### config.mk
export PLATFORM = sky130hd
export DESIGN_NAME = dzcpu_trace_buffer
export DESIGN_NICKNAME = d
export VERILOG_FILES = /design/src/rtl/dzcpu_trace_buffer.sv
export SDC_FILE = /design/constraint.sdc
export NUM_CORES = 2
export LEC_CHECK = 0
export ABC_CLOCK_PERIOD_IN_PS = 7800
export CAP_MARGIN = 5
export CELL_PAD_IN_SITES_DETAIL_PLACEMENT = 1
export CELL_PAD_IN_SITES_GLOBAL_PLACEMENT = 2
export CORE_MARGIN = 2
export CORE_UTILIZATION = 25
export DETAILED_ROUTE_END_ITERATION = 10
export GPL_ROUTABILITY_DRIVEN = 1
export HOLD_SLACK_MARGIN = 0.06
export PLACE_DENSITY = 0.55
export SETUP_SLACK_MARGIN = 0.1
export SYNTH_ARGS = -nofsm -noshare
export SYNTH_HDL_FRONTEND = slang
export SYNTH_SLANG_ARGS = --single-unit
export TNS_END_PERCENT = 100
### constraint.sdc
create_clock -name iClock -period 7.8 [get_ports iClock]
set_input_delay 1.95 -clock iClock [delete_from_list [all_inputs] [get_ports iClock]]
set_output_delay 1.95 -clock iClock [all_outputs]
set_load 0.005 [all_outputs]
### src/rtl/dzcpu_trace_buffer.sv
// ----------------------------------------------------------------------------
// dzcpu_trace_buffer
//
// Debug trace capture for the pGB core. It records DZCPU instruction-end
// events (PC, opcode, flags) and MMU writes (address, data) into a circular
// trace RAM. A UART/JTAG bridge drains the RAM through a simple read handshake
// once capture has stopped.
//
// Capture modes (iMode, latched on iStart):
//   00 off           iStart is ignored
//   01 continuous    ring buffer, runs until iStop
//   10 stop-full     fills the RAM once, then stops
//   11 PC trigger    ring while ARMED, then POST_TRIG more entries after the
//                    CPU event whose PC equals iTrigPc
//
// Entry layout: {type[1:0], addr[15:0], data[7:0], aux[7:0] (, ts)}
//   type 01 CPU {pc, opcode, flags}, type 10 MEM {addr, data, 8'h00}
//
// Ports
//   iClock     system clock, all logic on the rising edge
//   iReset     synchronous, active-low reset
//   iMode      capture mode, sampled on iStart
//   iStart     restart capture: clears pointers, count, overflow, pending
//   iStop      ARMED/CAPTURE -> DONE (iStart wins if both are high)
//   iTrigPc    trigger PC for mode 11
//   iCpuEvt    instruction-end strobe with iCpuPc / iCpuOp / iCpuFlags
//   iMemWe     MMU write strobe with iMemAddr / iMemData
//   iRdReq     read the oldest entry (honoured in IDLE/DONE only)
//   oRdValid   oRdData holds a read entry (one cycle)
//   oRdData    entry read out, one cycle after iRdReq
//   oCount     number of stored entries, 0..DEPTH
//   oState     00 IDLE, 01 ARMED, 10 CAPTURE, 11 DONE
//   oOverflow  sticky: an event was dropped or the oldest entry overwritten
//
// Optional feature: define DZCPU_TRACE_TIMESTAMP_EN to append a TS_W-bit
// free-running cycle counter as the LSBs of every entry.
// ----------------------------------------------------------------------------
module dzcpu_trace_buffer #(
  parameter int DEPTH     = 64,
  parameter int ADDR_W    = 6,
  parameter int POST_TRIG = 16,
  parameter int TS_W      = 16,
`ifdef DZCPU_TRACE_TIMESTAMP_EN
  localparam int ENTRY_W  = 34 + TS_W
`else
  localparam int ENTRY_W  = 34
`endif
) (
  input  logic               iClock,
  input  logic               iReset,
  input  logic [1:0]         iMode,
  input  logic               iStart,
  input  logic               iStop,
  input  logic [15:0]        iTrigPc,
  input  logic               iCpuEvt,
  input  logic [15:0]        iCpuPc,
  input  logic [7:0]         iCpuOp,
  input  logic [7:0]         iCpuFlags,
  input  logic               iMemWe,
  input  logic [15:0]        iMemAddr,
  input  logic [7:0]         iMemData,
  input  logic               iRdReq,
  output logic               oRdValid,
  output logic [ENTRY_W-1:0] oRdData,
  output logic [ADDR_W:0]    oCount,
  output logic [1:0]         oState,
  output logic               oOverflow
);

  typedef enum logic [1:0] {
    IDLE    = 2'b00,
    ARMED   = 2'b01,
    CAPTURE = 2'b10,
    DONE    = 2'b11
  } stateT;

  localparam logic [1:0] MODE_OFF  = 2'b00;
  localparam logic [1:0] MODE_FULL = 2'b10;
  localparam logic [1:0] MODE_TRIG = 2'b11;
  localparam logic [1:0] TYPE_CPU  = 2'b01;
  localparam logic [1:0] TYPE_MEM  = 2'b10;

  localparam logic [ADDR_W:0] FULL_COUNT = (ADDR_W + 1)'(DEPTH);
  localparam logic [ADDR_W:0] NEAR_FULL  = (ADDR_W + 1)'(DEPTH - 1);
  localparam logic [ADDR_W:0] LAST_POST  = (ADDR_W + 1)'(POST_TRIG - 1);

  stateT               state;
  logic [1:0]          capMode;
  logic [ADDR_W-1:0]   wrPtr;
  logic [ADDR_W-1:0]   rdPtr;
  logic [ADDR_W:0]     count;
  logic [ADDR_W:0]     postCount;
  logic                overflow;
  logic                pendValid;
  logic [ENTRY_W-1:0]  pendEntry;
  logic                rdValid;
  logic [ENTRY_W-1:0]  rdData;
  logic [ENTRY_W-1:0]  traceRam [DEPTH];

  logic [ENTRY_W-1:0]  cpuEntry;
  logic [ENTRY_W-1:0]  memEntry;
  logic                capturing;
  logic                startFire;
  logic                wrValid;
  logic [ENTRY_W-1:0]  wrEntry;
  logic                nextPendValid;
  logic [ENTRY_W-1:0]  nextPendEntry;
  logic                dropEvt;
  logic                isFull;
  logic                blockFull;
  logic                doWrite;
  logic                isTrig;
  logic                rdFire;

  // Entry formatting; with timestamps enabled, every entry (including one
  // that gets parked in the pending register) carries its arrival cycle.
`ifdef DZCPU_TRACE_TIMESTAMP_EN
  logic [TS_W-1:0] tsCount;

  always_ff @(posedge iClock) begin
    if (!iReset) tsCount <= '0;
    else         tsCount <= tsCount + 1'b1;
  end

  assign cpuEntry = {TYPE_CPU, iCpuPc, iCpuOp, iCpuFlags, tsCount};
  assign memEntry = {TYPE_MEM, iMemAddr, iMemData, 8'h00, tsCount};
`else
  assign cpuEntry = {TYPE_CPU, iCpuPc, iCpuOp, iCpuFlags};
  assign memEntry = {TYPE_MEM, iMemAddr, iMemData, 8'h00};
`endif

  assign capturing = (state == ARMED) || (state == CAPTURE);
  assign startFire = iStart && (iMode != MODE_OFF);
  assign isFull    = (count == FULL_COUNT);

  // Only one RAM write per cycle. Sources are served oldest first: the parked
  // entry, then the CPU event, then the MEM write. The runner-up is parked;
  // a third contender has nowhere to go and is dropped.
  always_comb begin
    wrValid       = 1'b0;
    wrEntry       = '0;
    nextPendValid = pendValid;
    nextPendEntry = pendEntry;
    dropEvt       = 1'b0;
    if (capturing) begin
      nextPendValid = 1'b0;
      if (pendValid) begin
        wrValid = 1'b1;
        wrEntry = pendEntry;
        if (iCpuEvt) begin
          nextPendValid = 1'b1;
          nextPendEntry = cpuEntry;
          dropEvt       = iMemWe;
        end else if (iMemWe) begin
          nextPendValid = 1'b1;
          nextPendEntry = memEntry;
        end
      end else if (iCpuEvt) begin
        wrValid = 1'b1;
        wrEntry = cpuEntry;
        if (iMemWe) begin
          nextPendValid = 1'b1;
          nextPendEntry = memEntry;
        end
      end else if (iMemWe) begin
        wrValid = 1'b1;
        wrEntry = memEntry;
      end
    end
  end

  // Stop-when-full never overwrites; the other modes run as a ring.
  assign blockFull = wrValid && isFull && (capMode == MODE_FULL);
  assign doWrite   = wrValid && !blockFull && iReset && !startFire;
  assign isTrig    = (wrEntry[ENTRY_W-1 -: 2] == TYPE_CPU) &&
                     (wrEntry[ENTRY_W-3 -: 16] == iTrigPc);
  assign rdFire    = iReset && !startFire && iRdReq && (count != '0) &&
                     ((state == IDLE) || (state == DONE));

  // Control: state machine, pointers, occupancy, pending slot and overflow.
  // Reads and writes are never in the same cycle, since they are confined to
  // disjoint states.
  always_ff @(posedge iClock) begin
    if (!iReset) begin
      state     <= IDLE;
      capMode   <= MODE_OFF;
      wrPtr     <= '0;
      rdPtr     <= '0;
      count     <= '0;
      postCount <= '0;
      overflow  <= 1'b0;
      pendValid <= 1'b0;
      pendEntry <= '0;
    end else if (startFire) begin
      state     <= (iMode == MODE_TRIG) ? ARMED : CAPTURE;
      capMode   <= iMode;
      wrPtr     <= '0;
      rdPtr     <= '0;
      count     <= '0;
      postCount <= '0;
      overflow  <= 1'b0;
      pendValid <= 1'b0;
      pendEntry <= '0;
    end else begin
      pendValid <= nextPendValid;
      pendEntry <= nextPendEntry;
      if (dropEvt || blockFull) overflow <= 1'b1;
      if (doWrite) begin
        wrPtr <= wrPtr + 1'b1;
        if (isFull) begin
          rdPtr    <= rdPtr + 1'b1;
          overflow <= 1'b1;
        end else begin
          count <= count + 1'b1;
        end
      end
      if (rdFire) begin
        rdPtr <= rdPtr + 1'b1;
        count <= count - 1'b1;
      end
      case (state)
        ARMED: begin
          if (iStop)                   state <= DONE;
          else if (doWrite && isTrig)  state <= CAPTURE;
        end
        CAPTURE: begin
          if (iStop) begin
            state <= DONE;
          end else if (doWrite && (capMode == MODE_FULL)) begin
            if (count == NEAR_FULL) state <= DONE;
          end else if (doWrite && (capMode == MODE_TRIG)) begin
            postCount <= postCount + 1'b1;
            if (postCount == LAST_POST) state <= DONE;
          end
        end
        default: ;
      endcase
    end
  end

  // Trace RAM write port; contents survive reset but become unreachable.
  always_ff @(posedge iClock) begin
    if (doWrite) traceRam[wrPtr] <= wrEntry;
  end

  // Registered read port, one cycle of latency.
  always_ff @(posedge iClock) begin
    if (!iReset) begin
      rdValid <= 1'b0;
      rdData  <= '0;
    end else begin
      rdValid <= rdFire;
      if (rdFire) rdData <= traceRam[rdPtr];
    end
  end

  assign oRdValid  = rdValid;
  assign oRdData   = rdData;
  assign oCount    = count;
  assign oState    = state;
  assign oOverflow = overflow;

endmodule
==> flow_metrics.py <==
metrics = {
    "detailed_routing": {
        "first_iter_violations": 4085,
        "avgViaCountPerCell": 4.66,
        "wl_per_cell_um": 28.5,
        "drc_errors": 0,
        "drtPass1Iterations": 5,
        "num_vias": 42100,
        "route.antenna.remaining_nets": 0,
        "routed_wl_um": 257000,
    },
    "logic_synthesis": {
        "synthCells": 3895,
        "async_flop_share_pct": 0,
        "synth_area_mm2": 0.0882,
        "syn-mean-instance-area_um2": 22.6,
        "yosysUniqueCellTypes": 66,
        "synth_warnings": 0,
        "seq_area_frac_synth_pct": 76.4,
        "synth_fp_nets": 3987,
        "synth_seq_cells": 2277,
        "synth_edf_count": 2176,
        "synthFlopType": "edfxtp_1",
    },
    "placed_design": {
        "dp_hpwl_um": 157000,
        "io_buffers": 125,
        "place_congestion": 0.751,
        "dpl.cell_count": 8568,
        "pre_cts_ws_ns": 1.74,
    },
    "setup_path": {
        "slowest_delay_ns": 0.77,
        "path_max_fanout": 18,
        "slowest_stage": "nor2_4",
        "critPathRequiredTime_ns": 8.30,
        "rr_endpoint": "traceRam[42][0]",
        "crit_path_end_kind": "register",
        "path_class": "input pin to register",
        "worstPathArrival_ns": 5.68,
        "cp-start-kind": "input pin",
        "reg2reg_from": "oState[0]",
        "reg2regPathDepth": 9,
        "r2r_slack_ns": 3.32,
        "path_cells": "clkdlybuf4s50_1 > o21ai_1 > nand2_1 > a311oi_4 > nor2b_1 > nand3b_1 > buf_8 > nor2_4 > buf_4",
    },
    "cells_and_area": {
        "final_cell_mix": "edfxtp_1 (2176), mux4_2 (705), clkbuf_16 (265)",
        "fin_nets": 4304,
        "syn_to_final_growth_pct": 19.0,
        "final_cells": 9026,
        "final_common_cell": "edfxtp_1",
        "drive_gt1_share_pct": 30.6,
    },
    "cts": {
        "clk_pin_slew_ns": 0.06,
        "numCtsBuffers": 262,
        "post_cts_resize_count": 0,
        "ctsLongestPathBuffers": 4,
        "cts_tree": "built",
        "clk_latency_ns": 0.88,
        "root_buffer": "clkbuf_16",
        "post-cts-setup-buffer-count": 0,
        "clock_sinks": 2277,
        "htreeDepth": 5,
        "hold_buffers": 0,
    },
    "die": {
        "die-width_um": 598,
        "start_util_pct": 25.1,
        "core_mm2": 0.352,
        "std_cell_rows": 218,
        "die_h_um": 598,
        "dieArea_mm2": 0.357,
        "io_pins": 126,
    },
    "job": {
        "max_cap_viol_count": 0,
    },
    "pwr": {
        "ir_drop_mv": 0.155,
        "power_density_mw_per_mm2": 255,
        "p_leak_uw": 0.0308,
    },
    "global_route": {
        "grt_max_degree": 117,
        "first_global_vias": 44200,
        "grt-ovfl-total": 0,
        "track_usage_pct": 14.2,
        "antenna_found_initial": 32,
        "grt_first_pass_wirelength_um": 361000,
    },
    "timing": {
        "hold_viol_final": 0,
        "worst_pin_slew_ns": 1.09,
        "clock_skew_ns": 0.0486,
        "setup_violations": 0,
        "slew_viol_final": 0,
        "period_needed_ns": 5.17,
        "rsz0062_at_grt": "no",
        "fin_crit_sh_pct": 66.3,
        "setup_tns_ns": 0,
        "setup_ws_ns": 2.63,
        "relSlewSlack_pct": 27.2,
        "fmax_mhz": 193,
    },
    "worst_hold_path": {
        "whs_endpoint": "oRdData[2]",
        "hp-start": "oRdData[2]",
        "min_path_cells": 2,
        "worstHoldPathType": "register to register",
    },
    "status": {
        "status": "completed",
    },
}
-- synth_stat cells, types with 9 or more instances --
cell         n  area, um^2
buf_4       11        82.6
xor2_1      14         123
nand2_1     84         315
nand3b_1    42         315
dfxtp_1    101        2020
nor3_1      10        50.1
nand3_1     41         205
mux2_2       9         101
buf_1       43         161
mux4_2     705       15900
nor2_1     137         514
o21ai_1     15        75.1
a22oi_1     17         128
mux2i_1     19         190
nor2b_1     13        81.3
o21ai_0     62         310
a221oi_1    11        96.3
xnor2_1      9        78.8
a21oi_1     74         370
ha_1        10         125
clkbuf_1   115         432
inv_1       27         101
edfxtp_1  2176       65300
buf_2       57         285
-- per-stage QoR --
| step | area [um^2] | hold slack (ns) | utilization (%) | power, uW |
|---|---|---|---|---|
| after global placement | 96500 | 0.446 | 27.4 | 14900 |
| after detailed placement | 96500 | 0.454 | 27.4 | 15000 |
| after floorplan | 88200 | 0.450 | - | 14400 |
| after CTS | 105000 | 0.463 | 29.8 | 27000 |
| final | 105000 | 0.455 | 29.8 | 26700 |
| after global routing | 105000 | 0.485 | 29.8 | 27500 |
-- flip-flops by register name, indices dropped and copies added, names as in the netlist, 6 cells and up --
name       flops
rdPtr          6
traceRam    2176
oRdData       34
postCount      7
pendEntry     34
wrPtr          6
oCount         7
-- how the worst max path moves through the flow --
| stage | from | end | slack (ns) | cells past startpoint |
|---|---|---|---|---|
| finish | iMode[1] | traceRam[42][0] | 2.63 | 9 |
| global route | iMode[1] | traceRam[56][12] | 2.36 | 8 |
| CTS | iMode[1] | traceRam[56][12] | 2.63 | 8 |
| detailed placement | iMode[1] | traceRam[56][13] | 1.74 | 8 |
| global placement | iMode[1] | traceRam[42][15] | 1.09 | 8 |
| floorplan | iMemWe | oState[0] | 1.28 | 10 |
-- kinds of logic after synthesis --
logic type	count (synthesis)	share of synthesized area, %
multiplexers	733	18.3
AO/OA/AOI/OAI	228	1.61
AND/OR/NAND/NOR	366	2.00
adder cells (fa/ha/maj)	11	0.165
flip-flops	2277	76.4
buffers and inverters	257	1.25
XOR/XNOR	23	0.229
-- layout make-up --
cell class | count | area [um^2]
diodes | 4 | 10.0
clock buffers | 327 | 6900
clock inverters | 127 | 1420
fillers | 35200 | 247000
inverters | 28 | 105
multi-input cells | 1361 | 20500
flip-flops and latches | 2277 | 67400
well taps | 4620 | 5780
repair buffers | 282 | 2760
-- routing by layer --
layer	up-vias	wire [um]	GRT usage (%)
met5	-	0	0
met4	0	4760	2.84
met3	288	12300	2.00
met2	1180	123000	23.0
met1	23400	117000	20.4
li1	17200	-	-
-- worst max-delay path, delay by kind of cell --
kind | cells | cell delay [ns]
compound gates | 2 | 0.71
buf+inv | 3 | 1.22
simple gates | 4 | 1.74
-- report_power, final --
part | total, uW | leakage, uW | switching (uW) | internal, uW
sequential | 13700 | 0.0205 | 18.7 | 13700
clock | 12000 | 0.00402 | 5070 | 6940
combinational | 1020 | 0.00627 | 795 | 222
Power figures use the tool's default switching activity.
